### config.mk
export PLATFORM = sky130hd
export DESIGN_NAME = tape_mem_arb
export DESIGN_NICKNAME = d
export VERILOG_FILES = /design/src/rtl/tape_mem_arb.sv
export SDC_FILE = /design/constraint.sdc
export NUM_CORES = 1
export LEC_CHECK = 0
export BUFFER_PORTS_ARGS = -buffer_cell sky130_fd_sc_hd__buf_2
export CAP_MARGIN = 20
export CELL_PAD_IN_SITES_DETAIL_PLACEMENT = 0
export CELL_PAD_IN_SITES_GLOBAL_PLACEMENT = 1
export CORE_ASPECT_RATIO = 1.5
export CORE_MARGIN = 8
export CORE_UTILIZATION = 36
export CTS_CLUSTER_SIZE = 30
export DETAILED_ROUTE_END_ITERATION = 16
export GPL_TIMING_DRIVEN = 0
export HOLD_SLACK_MARGIN = 0.15
export PLACE_DENSITY = 0.83
export SKIP_CTS_REPAIR_TIMING = 1
export SYNTH_ARGS = -nofsm -noshare
export SYNTH_HDL_FRONTEND = slang
export SYNTH_SLANG_ARGS = --single-unit
### constraint.sdc
create_clock -name clk_sys -period 2.4 [get_ports clk_sys]
set_clock_uncertainty 0.1 [all_clocks]
set_input_delay 0.12 -clock clk_sys [delete_from_list [all_inputs] [get_ports clk_sys]]
set_output_delay 0.12 -clock clk_sys [all_outputs]
set_load 0.005 [all_outputs]
### src/rtl/tape_mem_arb.sv
// Round-robin arbiter sharing one byte-wide SDRAM port between tape reads (A) and loader writes (B).
// Optional ack timeout/abort enabled by defining TAPE_ARB_TIMEOUT_EN.
module tape_mem_arb #(
    parameter int unsigned AW      = 25,
    parameter int unsigned TIMEOUT = 1023
) (
    input  logic          clk_sys,
    input  logic          reset,
    input  logic          a_rd,
    input  logic [AW-1:0] a_addr,
    output logic          a_rd_en,
    output logic [7:0]    a_din,
    input  logic          b_wr,
    input  logic [AW-1:0] b_addr,
    input  logic [7:0]    b_data,
    output logic          b_ack,
    output logic          mem_req,
    output logic          mem_we,
    output logic [AW-1:0] mem_addr,
    output logic [7:0]    mem_wdata,
    input  logic [7:0]    mem_din,
    input  logic          mem_ack,
    output logic          err_timeout
);

    typedef enum logic [1:0] {IDLE, A_RD, A_HOLD, B_WR} state_t;

    // The abort counter is 16 bits wide, so the limit must fit in it.
    if (TIMEOUT == 0 || TIMEOUT > 65536) begin : g_bad_timeout
        $error("TIMEOUT must be in 1..65536");
    end

    state_t        state, state_n;
    logic          last_a, last_a_n;
    logic          a_rd_en_n, b_ack_n, mem_req_n, mem_we_n;
    logic [7:0]    a_din_n, mem_wdata_n;
    logic [AW-1:0] mem_addr_n;
    logic          a_pend, b_pend, grant_a, grant_b, timed_out;

    // Pending sides; on a tie the side not served last wins.
    assign a_pend  = a_rd && !a_rd_en;
    assign b_pend  = b_wr;
    assign grant_a = a_pend && (!b_pend || !last_a);
    assign grant_b = b_pend && (!a_pend || last_a);

`ifdef TAPE_ARB_TIMEOUT_EN
    localparam logic [15:0] TO_LAST = 16'(TIMEOUT - 1);

    logic [15:0] cnt, cnt_n;
    logic        err_n;

    assign timed_out = (cnt == TO_LAST);

    always_comb begin
        cnt_n = cnt;
        err_n = err_timeout;
        if (state == IDLE && (grant_a || grant_b)) begin
            cnt_n = 16'd0;
        end else if (state == A_RD || state == B_WR) begin
            cnt_n = cnt + 16'd1;
            if (!mem_ack && timed_out) begin
                err_n = 1'b1;
            end
        end
    end

    always_ff @(posedge clk_sys or posedge reset) begin
        if (reset) begin
            cnt         <= 16'd0;
            err_timeout <= 1'b0;
        end else begin
            cnt         <= cnt_n;
            err_timeout <= err_n;
        end
    end
`else
    assign timed_out   = 1'b0;
    assign err_timeout = 1'b0;
`endif

    always_comb begin
        state_n     = state;
        last_a_n    = last_a;
        a_rd_en_n   = a_rd_en;
        a_din_n     = a_din;
        b_ack_n     = 1'b0;
        mem_req_n   = mem_req;
        mem_we_n    = mem_we;
        mem_addr_n  = mem_addr;
        mem_wdata_n = mem_wdata;
        case (state)
            IDLE: begin
                if (grant_a) begin
                    mem_req_n  = 1'b1;
                    mem_we_n   = 1'b0;
                    mem_addr_n = a_addr;
                    last_a_n   = 1'b1;
                    state_n    = A_RD;
                end else if (grant_b) begin
                    mem_req_n   = 1'b1;
                    mem_we_n    = 1'b1;
                    mem_addr_n  = b_addr;
                    mem_wdata_n = b_data;
                    last_a_n    = 1'b0;
                    state_n     = B_WR;
                end
            end
            A_RD: begin
                // A tape that let go of a_rd mid-cycle gets no strobe.
                if (mem_ack) begin
                    mem_req_n = 1'b0;
                    a_din_n   = mem_din;
                    a_rd_en_n = a_rd;
                    state_n   = a_rd ? A_HOLD : IDLE;
                end else if (timed_out) begin
                    mem_req_n = 1'b0;
                    a_din_n   = 8'hFF;
                    a_rd_en_n = a_rd;
                    state_n   = a_rd ? A_HOLD : IDLE;
                end
            end
            A_HOLD: begin
                if (!a_rd) begin
                    a_rd_en_n = 1'b0;
                    state_n   = IDLE;
                end
            end
            B_WR: begin
                if (mem_ack || timed_out) begin
                    mem_req_n = 1'b0;
                    b_ack_n   = 1'b1;
                    state_n   = IDLE;
                end
            end
            default: state_n = IDLE;
        endcase
    end

    always_ff @(posedge clk_sys or posedge reset) begin
        if (reset) begin
            state     <= IDLE;
            last_a    <= 1'b0;
            a_rd_en   <= 1'b0;
            a_din     <= 8'h00;
            b_ack     <= 1'b0;
            mem_req   <= 1'b0;
            mem_we    <= 1'b0;
            mem_addr  <= '0;
            mem_wdata <= 8'h00;
        end else begin
            state     <= state_n;
            last_a    <= last_a_n;
            a_rd_en   <= a_rd_en_n;
            a_din     <= a_din_n;
            b_ack     <= b_ack_n;
            mem_req   <= mem_req_n;
            mem_we    <= mem_we_n;
            mem_addr  <= mem_addr_n;
            mem_wdata <= mem_wdata_n;
        end
    end

endmodule

; Yosys cells after proc, flatten, opt, wreduce, memory -nomap -nowiden
; Index checks and enable logic that the tools add are counted.
[word_totals]
in_bits = 71
regBits = 48
wordCells = 59
output_inout_bits = 46
[op_classes]
eq_ne = 8
n_reduce_logical = 20
mux = 21
bitwise_logic = 1
[op_table]
columns = operator, n
row1 = 25-bit two-way mux, 2
row2 = 2-bit two-way mux, 6
row3 = 1-bit two-way mux, 10
row4 = 3-bit AND reduction, 3
row5 = 2-bit case mux with 4 select lines, 1
row6 = 2-bit != test (second input constant), 3
row7 = 2-bit nonzero test, 3
row8 = 2-bit equality test (second input constant), 2
row9 = 1-bit zero test, 4
row10 = 1-bit case mux with 2 select lines, 2
row11 = 2-bit AND reduction, 2
row12 = 4-bit AND reduction, 1
row13 = 1-bit logical AND, 3
row14 = 3-bit != test (second input constant), 1
row15 = 2-bit by 1-bit equality test with 1-bit output (second input constant), 1
row16 = 2-bit zero test, 1
row17 = 1-bit logical OR, 2
row18 = 2-bit by 1-bit != test with 1-bit output (second input constant), 1
row19 = 2-bit OR reduction, 1
row20 = 1-bit inverter, 1

; Depth between registers and ports, before layout
; Gate-level depths: netlist of the first run.
[depth]
ltp_word = 8
ltp_mapped = 6
ltp_nobuf = 3

; Worst setup path after synthesis of the first run
; No wires, ideal clock.
[synth_timing]
path_kind = register to register
start = reg a_rd_en
end = reg mem_wdata[0]
slack_ps = 828
stages_incl_launch_ff = 6
arrival_ps = 1347
setup_ps = 125
path_buffers = 2
cell_sequence = dfrtp_1 -> nand2b_1 -> o211a_1 -> buf_6 -> buf_8 -> mux2_4
[synth_via]
elab_chain_len = 6
elab_cells_between_ends = 8
cone_classes = bitwise (1) / reduce/logical (7)
[synth_lines]
columns = item, line
row1 = "start, declared", 11  ; output logic a_rd_en,
row2 = "start signal, assigned", 153  ; a_rd_en <= a_rd_en_n;
row3 = 1-bit zero test (*), 41  ; assign a_pend = a_rd && !a_rd_en;
row4 = 1-bit logical AND (*), 41
row5 = 1-bit zero test, 44  ; assign grant_b = b_pend && (!a_pend || last_a);
row6 = 1-bit logical OR, 44
row7 = 1-bit logical AND, 44
row8 = 3-bit AND reduction (no line) (*), n/a
row9 = "end signal, assigned", 159  ; mem_wdata <= mem_wdata_n;
row10 = "end, declared", 20  ; output logic [7:0] mem_wdata,
; Every way passes the cells marked *; elsewhere a longest branch is shown, timed or not.
; A chain may end at the register's enable or synchronous reset.

; Worst setup path after layout of the first run
[layout_timing]
start = reg state[1]
end = reg mem_addr[11]
[layout_via]
elab_chain_len = 2
[layout_lines]
columns = item, line
row1 = "start, declared", 33  ; state_t state, state_n;
row2 = "start signal, assigned", 151  ; state <= state_n;
row3 = 2-bit zero test, 91  ; case (state)
row4 = 2-bit AND reduction (no line), n/a
row5 = "end signal, assigned", 158  ; mem_addr <= mem_addr_n;
row6 = "end, declared", 19  ; output logic [AW-1:0] mem_addr,
; Every way passes these cells.

==> flow_summary_export.csv, run 1 <==
group,metric,value,unit
status,status,"complete, no violations",
power,total_power,3.94,mW
global_routing,use_met2,0.232,
global_routing,antenna_found_initial,0,
final_layout,area_growth,69.9,%
routing,drt_pre_antenna_iters,4,
power,p_per_area,1100,nW/µm²
yosys,yosys_warnings,0,
critical_path,r2r-end,"mem_addr[11]",
yosys,synth_most_common_cell,"dfrtp_1",
global_routing,use_met1,0.152,
yosys,synthSimpleGateAreaFrac,0.120,
power,p_seq_frac,0.367,
timing,hold_violations,0,
routing,drcViolationCount,0,
power,p_sw,1.23,mW
timing,timing.fmax,0.445,GHz
floorplanning,ioPinCount,117,
global_routing,top_usage_layer,"met2",
yosys,synth_mux_area_frac,0.0929,
critical_path,critPathRequiredTime,2.53,ns
routing,vias,2009,
global_routing,grt_use_total,0.134,
timing,tightest_slew,0.532,ns
routing,ant_nets,0,
yosys,synth_top_family_by_area,"compound AO/OA/AOI/OAI gates",
timing,drv_slew,0,
final_layout,diodes,0,
critical_path,setup.worst_path.class,"flip-flop to flip-flop",
clock_tree,cts.sinks,48,
power,ir_drop,0.563,mV
clock_tree,htree_num_levels,2,
global_routing,use_met3,0.0401,
floorplanning,dieArea,8590,µm²
global_routing,grt_pass1_vias,1908,
timing,rsz0062_at_grt,"false",
timing,hold_ws,0.147,ns
yosys,synth_fa_ha_area_frac,0,
critical_path,cp_top_family,"buffers and inverters",
yosys,synth_edf_count,0,
yosys,avgSynthCellArea,13.7,µm²
yosys,synth_compound_area_frac,0.157,
critical_path,cp_max_fo,10,
yosys,ys.flop_type,"dfrtp_1",
power,p_comb_frac,0.507,
power,power_frac_clock,0.126,
routing,drtIter0Drc,92,
critical_path,reg2regPathDepth,5,
final_layout,fillCellCount,488,
place,portBuffers,115,
global_routing,grt_pass1_wl,9200,µm
critical_path,crit_path_max_incr_delay,0.58,ns
yosys,synth_nets,224,
final_layout,drive_above_1_share,0.445,
timing,setup_viol,0,
floorplanning,chipWidth,78.4,µm
critical_path,critPathBufInv,2,
critical_path,cp.arrival,2.38,ns
power,power_leakage,1.88,nW
clock_tree,cts_tree,"done",
yosys,ys_seq_elements,48,
yosys,netlist.area_leader.share,0.572,
clock_tree,root_buffer,"clkbuf_8",
floorplanning,start_util,0.369,
global_routing,grt_start_max_net_pins,28,
critical_path,r2r_start,"state[1]",
yosys,synth.area.top_cells,"dfrtp_1, a221o_1, and3_1",
hold_path,hold_end,"state[1]",
timing,slew_headroom,0.644,
timing,fin_crit_sh,0.937,
timing,tns,0,ns
routing,vias_per_cell,4.81,
power,p_int,2.71,mW
yosys,synth_area,2100,µm²
critical_path,crit_path_end_kind,"flip-flop",
hold_path,hp-class,"primary input to flip-flop",
power,swShare,0.313,
critical_path,worst_setup_path_start_kind,"flip-flop",
hold_path,holdPathStages,4,
critical_path,reg2reg_slack,0.15,ns
flow_run,cap_viol_max_count,0,
floorplanning,die_h,110,µm
yosys,synthXorXnorAreaFrac,0,
critical_path,crit_slowest_cell,"nor4b_4",
yosys,synth_area_leader_cell,"dfrtp_1",
critical_path,cp_cell_sequence,"nor4b_4, buf_6, and3_1, a221o_1, dlygate4sd3_1",
clock_tree,cts_made_buffers,5,
yosys,ys_async_sr_fraction,1.00,
hold_path,min_from,"b_wr",
floorplanning,row_count,34,
yosys,ys_seq_area_frac,0.572,
yosys,ys_top_cells_by_count,"dfrtp_1, and3_1, a221o_1",
yosys,synthDistinctLibCells,28,
routing,wl,6620,µm
global_routing,grt_overflow,0,
clock_tree,clk_path_buf_depth,2,
final_layout,nets,416,
yosys,netlist_instances,153,
clock_tree,path_clk_slew,0.09,ns
routing,wl_per_cell,15.8,µm
place,place_congestion,0.712,
place,dp_hpwl,4520,µm
floorplanning,coreArea,5700,µm²
timing,fin_crit,2.25,ns
clock_tree,worstSkewPairLatency,0.29,ns
==> state kept, by name, summed over array words and instances, names as in the netlist <==
signal     flops
last_a         1
a_rd_en        1
mem_we         1
mem_req        1
mem_wdata      8
a_din          8
state          2
mem_addr      25
b_ack          1
==> worst min-delay path: cells and delay by family <==
kind                   cells  cell delay, ns
AO/OA/AOI/OAI              2            0.14
buffers and inverters      1            0.12
AND/OR/NAND/NOR            1            0.12
==> power by group through the flow <==
stage / combinational [mW] / sequential, mW / clock (mW)
2_1_floorplan: 0.877 / 1.47 / 0
3_3_place_gp: 1.52 / 1.44 / 0
3_5_place_dp: 1.56 / 1.45 / 0
4_1_cts: 1.56 / 1.44 / 0.516
5_1_grt: 2.18 / 1.50 / 0.541
6_report: 2.00 / 1.45 / 0.496
==> per-stage QoR <==
step / utilization / instances / setup WS (ns) / cell area, µm²
2_1_floorplan: - / 153 / 0.828 / 2100
3_3_place_gp: 0.485 / 340 / 0.387 / 2770
3_5_place_dp: 0.489 / 341 / 0.703 / 2790
4_1_cts: 0.505 / 349 / 0.676 / 2880
5_1_grt: 0.626 / 418 / 0.0282 / 3570
6_report: 0.626 / 418 / 0.151 / 3570
==> cells in the final DEF, fill, tap and decap left out, types with 2 or more instances in the layout <==
master         Yosys  layout
nor2b_1            2       2
mux2_2            12      12
and3_1            26      26
dlygate4sd3_1      0      69
nand2b_1           3       3
mux2_4             4       4
nand2_1            3       3
a221o_1           25      25
buf_6              6       6
o21ai_0            2       2
buf_4              3       3
buf_2              0     115
clkbuf_1           3       3
dfrtp_1           48      48
clkbuf_8           0       6
clkinv_2           0       2
==> cells by family after synthesis <==
family                 count (synthesis)
AO/OA/AOI/OAI                         36
buffers and inverters                 14
flip-flops                            48
multiplexers                          16
other                                  1
AND/OR/NAND/NOR                       38
==> final cells by class <==
cell class                      instances  area [µm²]  area share
Buffer                                 13         116      0.0326
Timing Repair Buffer                  185        1290       0.360
Multi-Input combinational cell         91         779       0.218
Clock buffer                            6        82.6      0.0231
Tap cell                               72        90.1      0.0252
Inverter                                1        3.75     0.00105
Sequential cell                        48        1200       0.336
Clock inverter                          2        10.0     0.00280
==> per-layer routing <==
metal | part of all wire | vias to the layer above
met5 | 0 | -
met4 | 0.010 | 0
met3 | 0.071 | 4
met2 | 0.53 | 79
met1 | 0.38 | 954
li1 | - | 972
==> worst max-delay path by stage <==
| stage | depth (start not counted) | start | slack [ns] | to |
|---|---|---|---|---|
| 2_1_floorplan | 5 | a_rd_en | 0.83 | mem_wdata[0] |
| 3_3_place_gp | 2 | reset | 0.39 | mem_addr[10] |
| 3_5_place_dp | 4 | state[1] | 0.70 | mem_addr[11] |
| 4_1_cts | 4 | state[1] | 0.68 | mem_addr[11] |
| 5_1_grt | 5 | state[1] | 0.03 | mem_addr[9] |
| 6_report | 5 | state[1] | 0.15 | mem_addr[11] |
Note: power is estimated with default switching activity, not from simulation.
==> inputs of run 2 (changes only) <==
- REMOVE_ABC_BUFFERS: not set -> 1
==> run 2 against run 1 <==
Sequential share of layout area is 0.27 points higher. Critical path depth shrank 1. Utilization fell by 0.50 points. Flip-flop and latch count did not move. Combinational power fell by 23%. Register-to-register slack improved by 0.16 ns. Routed wire length up 2.8%. Clock power rose by 14%. Worst setup slack better by 0.16 ns. Sequential power barely moved. Power down 9.2%. Hold slack better by 0.15 ns. Critical endpoint is now mem_wdata[6]. Highest routed layer unchanged.
==> flow_summary_export.csv, run 2 (synthesized netlist as in run 1, its figures left out) <==
group,metric,value,unit
place,place_inst,330,
timing,fin_crit_sh,0.871,
clock_tree,root_buffer,"clkbuf_8",
final_layout,area_growth,68.6,%
global_routing,antenna_found_initial,1,
final_layout,multi_input_area,783,µm²
final_layout,nets,407,
routing,wl_per_cell,16.6,µm
critical_path,cp_cell_sequence,"nor2_4, o211a_1, buf_16, mux2_2",
timing,rsz0062_at_grt,"false",
flow_run,cap_viol_max_count,0,
floorplanning,row_count,34,
power,p_per_area,1010,nW/µm²
global_routing,grt_use_total,0.128,
clock_tree,cts_tree,"done",
clock_tree,htree_num_levels,2,
final_layout,final_cells,411,
floorplanning,chipWidth,78.4,µm
place,dp_worst_setup_slack,0.303,ns
timing,fin_ws,0.309,ns
timing,hold_violations,0,
routing,ant_nets,0,
final_layout,reg.largest.list,"mem_addr: 25 flops, a_din: 8 flops, mem_wdata: 8 flops",
final_layout,regArea,1200,µm²
final_layout,largest_reg_flops,25,
critical_path,crit_path_max_incr_delay,0.62,ns
routing,vias_per_cell,4.85,
floorplanning,dieArea,8590,µm²
place,place_area,2720,µm²
critical_path,cp_max_fo,18,
clock_tree,cts.sinks,48,
critical_path,setup.worst_path.class,"flip-flop to flip-flop",
final_layout,layout_commonest_cell,"buf_2",
critical_path,critPathRequiredTime,2.49,ns
clock_tree,path_clk_slew,0.09,ns
final_layout,final_cell_mix,"buf_2, dlygate4sd3_1, dfrtp_1",
timing,timing.fmax,0.478,GHz
critical_path,worst_setup_path_start_kind,"flip-flop",
power,ir_drop,0.402,mV
final_layout,largest-register,"mem_addr",
critical_path,crit_slowest_cell,"o211a_1",
place,place_congestion,0.706,
global_routing,grt_start_max_net_pins,27,
place,portBuffers,115,
floorplanning,coreArea,5700,µm²
routing,drt_pre_antenna_iters,4,
floorplanning,start_util,0.369,
power,total_power,3.58,mW
routing,drcViolationCount,0,
timing,fin_crit,2.09,ns
clock_tree,worstSkewPairLatency,0.29,ns
critical_path,cp.arrival,2.18,ns
global_routing,grt_pass1_wl,8940,µm
critical_path,crit_path_end_kind,"flip-flop",
floorplanning,ioPinCount,117,
routing,vias,1994,
timing,slew_headroom,0.450,
final_layout,fillCellCount,454,
timing,drv_slew,0,
power,power_leakage,1.83,nW
routing,wl,6800,µm
global_routing,grt_pass1_vias,1842,
timing,setup_viol,0,
global_routing,grt_overflow,0,
hold_path,hp-class,"primary input to async pin",
place,dp_hpwl,4410,µm
final_layout,design_area,3540,µm²
timing,tns,0,ns
clock_tree,cts_made_buffers,5,
floorplanning,die_h,110,µm
timing,tightest_slew,0.823,ns
clock_tree,clk_path_buf_depth,2,
routing,drtIter0Drc,62,
final_layout,drive_above_1_share,0.436,
status,status,"complete, no violations",
## run 2: where the power goes
group	leakage (nW)	internal, mW	switching [mW]
clock network	0.0552	0.309	0.256
logic	1.19	0.906	0.641
registers	0.586	1.21	0.258
total	1.83	2.42	1.16
## run 2: path summary, 6_finish.rpt
| check | startpoint | endpoint | slack (ns) | cells after the start |
|---|---|---|---|---|
| worst min-delay path | reset | mem_wdata[4] | 0.30 | 3 |
| min in group clk_sys | mem_we | mem_we | 0.41 | 1 |
| max in group asynchronous | reset | mem_req | 1.39 | 4 |
| worst max register to register | state[0] | mem_wdata[6] | 0.31 | 4 |
| worst min register to register | mem_we | mem_we | 0.41 | 1 |
| worst max-delay path | state[0] | mem_wdata[6] | 0.31 | 4 |
## run 2: critical path: cells and delay by family (launching register included)
kind	cells	cell delay (ns)
multiplexers	1	0.34
buffers and inverters	1	0.23
flip-flops	1	0.53
AO/OA/AOI/OAI	1	0.62
AND/OR/NAND/NOR	1	0.16
## run 2: routing by layer
layer | vias up | share of wire | track usage
met5 | - | 0 | 0
met2 | 86 | 0.52 | 0.219
met3 | 9 | 0.098 | 0.0556
li1 | 951 | - | -
met1 | 948 | 0.37 | 0.138
met4 | 0 | 0.014 | 0.0399
## run 2: layout make-up
cell class | instances | share of cell area
antenna | 2 | 0.00141
clock buffer | 6 | 0.0205
clock inverter | 2 | 0.00989
inverter | 1 | 0.00106
multi-input combinational | 91 | 0.221
sequential | 48 | 0.339
tap | 72 | 0.0254
timing repair buffer | 189 | 0.381
## run 2: metrics by stage
stage	utilization	hold slack, ns
floorplan	-	0.165
global placement	0.465	0.250
CTS	0.495	-0.246
finish	0.621	0.300
detailed placement	0.477	0.0885
global route	0.621	0.338
==> inputs of run 3 (changes only) <==
- ABC_AREA: not set -> 1
- CORE_UTILIZATION: 36 -> 34
- PLACE_DENSITY: 0.83 -> 0.84
==> run 3 against run 2 <==
Die area is 8.4% higher. Cell area is 1.9% higher. Clock power is 8.7% lower. Maximum frequency is 3.2% lower. Synthesized area is 4.1% higher. Register-to-register slack worse by 0.07 ns.
==> flow_summary_export.csv, run 3 <==
group,metric,value,unit
power,swShare,0.398,
floorplanning,start_util,0.344,
critical_path,cp.arrival,2.22,ns
place,portBuffers,115,
clock_tree,htree_num_levels,2,
hold_path,min_from,"b_wr",
routing,wl,7530,µm
power,p_seq_frac,0.398,
critical_path,cp_max_fo,29,
timing,rsz0062_at_grt,"false",
yosys,ys_top_cells_by_count,"nand3_1, nand2_1, dfrtp_1",
power,total_power,3.56,mW
critical_path,setup.worst_path.class,"flip-flop to flip-flop",
routing,drcViolationCount,0,
timing,fin_crit_sh,0.900,
place,place_congestion,0.763,
timing,tightest_slew,1.05,ns
clock_tree,path_clk_slew,0.09,ns
final_layout,nets,506,
global_routing,grt_pass1_wl,10400,µm
floorplanning,coreArea,6350,µm²
final_layout,largest-register,"mem_addr",
critical_path,worst_setup_path_start_kind,"flip-flop",
yosys,netlist.area_leader.share,0.550,
timing,tns,0,ns
yosys,synth_top_family_by_area,"simple AND/OR/NAND/NOR gates",
yosys,synth_compound_area_frac,0.0103,
final_layout,drive_above_1_share,0.313,
clock_tree,cts.sinks,48,
final_layout,multi_input_area,845,µm²
final_layout,regArea,1200,µm²
routing,vias_per_cell,4.72,
power,ir_drop,0.593,mV
yosys,synth_mux_area_frac,0,
global_routing,antenna_found_initial,0,
routing,drtIter0Drc,124,
critical_path,reg2reg_slack,0.24,ns
power,p_int,2.14,mW
routing,drt_pre_antenna_iters,4,
timing,slew_headroom,0.298,
hold_path,hp-class,"primary input to flip-flop",
final_layout,layout_commonest_cell,"buf_2",
floorplanning,row_count,36,
global_routing,grt_overflow,0,
critical_path,reg2regPathDepth,4,
global_routing,grt_pass1_vias,2203,
clock_tree,root_buffer,"clkbuf_8",
hold_path,hold_end,"state[1]",
final_layout,fillCellCount,556,
power,p_per_area,986,nW/µm²
yosys,synth_area,2190,µm²
yosys,synthXorXnorAreaFrac,0,
power,power_leakage,1.92,nW
timing,timing.fmax,0.463,GHz
power,power_frac_clock,0.145,
yosys,synth_fa_ha_area_frac,0,
critical_path,crit_path_end_kind,"flip-flop",
final_layout,finalCoreUtilization,0.568,
timing,fin_crit,2.16,ns
final_layout,area_growth,65.1,%
clock_tree,cts_tree,"done",
flow_run,cap_viol_max_count,0,
critical_path,r2r_start,"state[1]",
timing,drv_slew,0,
clock_tree,cts_made_buffers,5,
critical_path,critPathRequiredTime,2.46,ns
yosys,ys.flop_type,"dfrtp_1",
routing,ant_nets,0,
final_layout,largest_reg_flops,25,
yosys,yosys_warnings,0,
timing,setup_viol,0,
yosys,synth_most_common_cell,"nand3_1",
yosys,synth.area.top_cells,"dfrtp_1, nand3_1, nand2_1",
clock_tree,clk_path_buf_depth,2,
yosys,synthDistinctLibCells,22,
final_layout,diodes,0,
yosys,synth_edf_count,0,
status,status,"complete, no violations",
timing,hold_ws,0.156,ns
power,p_comb_frac,0.457,
place,dp_hpwl,4820,µm
yosys,avgSynthCellArea,8.61,µm²
final_layout,final_cell_mix,"buf_2, nand3_1, nand2_1",
timing,hold_violations,0,
floorplanning,ioPinCount,117,
global_routing,grt_start_max_net_pins,30,
yosys,synth_area_leader_cell,"dfrtp_1",
final_layout,reg.largest.list,"mem_addr: 25 flops, a_din: 8 flops, mem_wdata: 8 flops",
floorplanning,die_h,114,µm
routing,wl_per_cell,14.7,µm
yosys,ys_async_sr_fraction,1.00,
hold_path,holdPathStages,5,
yosys,ys_seq_elements,48,
global_routing,grt_use_total,0.140,
clock_tree,worstSkewPairLatency,0.29,ns
critical_path,r2r-end,"mem_addr[21]",
yosys,ys_seq_area_frac,0.550,
floorplanning,chipWidth,81.5,µm
routing,vias,2414,
yosys,synthSimpleGateAreaFrac,0.373,
yosys,netlist_instances,254,
power,p_sw,1.42,mW
floorplanning,dieArea,9300,µm²
[run 3: cell types whose count changed after synthesis, sizes merged, moves of 3 or more]
cell / change
mux2: -16
inv: +6
and3: -26
a221o: -25
nand2: +84
clkinv: +3
nand3: +86
clkbuf: -3
buf: +3
nand2b: -3
[run 3: cells by family after synthesis]
family,after synthesis
AO/OA/AOI/OAI,4
AND/OR/NAND/NOR,178
flip-flops,48
buffers and inverters,23
other,1
[run 3: power groups by stage]
| stage | Clock, mW | Combinational [mW] | Sequential (mW) |
|---|---|---|---|
| floorplan | 0 | 0.776 | 1.46 |
| global placement | 0 | 1.49 | 1.41 |
| detailed placement | 0 | 1.53 | 1.42 |
| CTS | 0.541 | 1.53 | 1.41 |
| global route | 0.570 | 1.82 | 1.47 |
| finish | 0.517 | 1.63 | 1.42 |
[run 3: worst max-delay path by stage]
stage	from	to	slack (ns)	cells past startpoint
global placement	state[1]	mem_addr[19]	-0.12	4
detailed placement	state[1]	mem_addr[21]	-0.13	4
CTS	state[1]	mem_addr[21]	-0.14	4
floorplan	state[1]	mem_addr[0]	0.59	4
finish	state[1]	mem_addr[21]	0.24	4
global route	a_rd	mem_wdata[7]	0.08	9
[run 3: final cells by class]
cell class	count	area share
multi-input combinational	183	0.234
timing repair buffer	187	0.368
clock buffer	7	0.0267
inverter	10	0.0121
sequential	48	0.333
tap	76	0.0263
[run 3: worst max-delay path, stage by stage (launching register included)]
cell and delay [ns]:
dfrtp_1 0.49, nor2_4 0.60, nand2_2 0.54, nand2_1 0.17, nand3_1 0.11
[run 3: per-layer routing]
layer	vias up	part of all wire	GRT usage
met1	1102	0.38	0.156
met5	-	0	0
li1	1197	-	-
met2	105	0.50	0.234
met3	10	0.096	0.0558
met4	0	0.014	0.0395
[run 3: stage by stage]
| stage | instance area [µm²] | setup slack, ns | cells |
|---|---|---|---|
| after CTS | 2890 | -0.143 | 441 |
| after global routing | 3610 | 0.0760 | 511 |
| after global placement | 2760 | -0.118 | 432 |
| after floorplan | 2090 | 0.592 | 241 |
| final | 3610 | 0.240 | 511 |
| after detailed placement | 2790 | -0.128 | 434 |
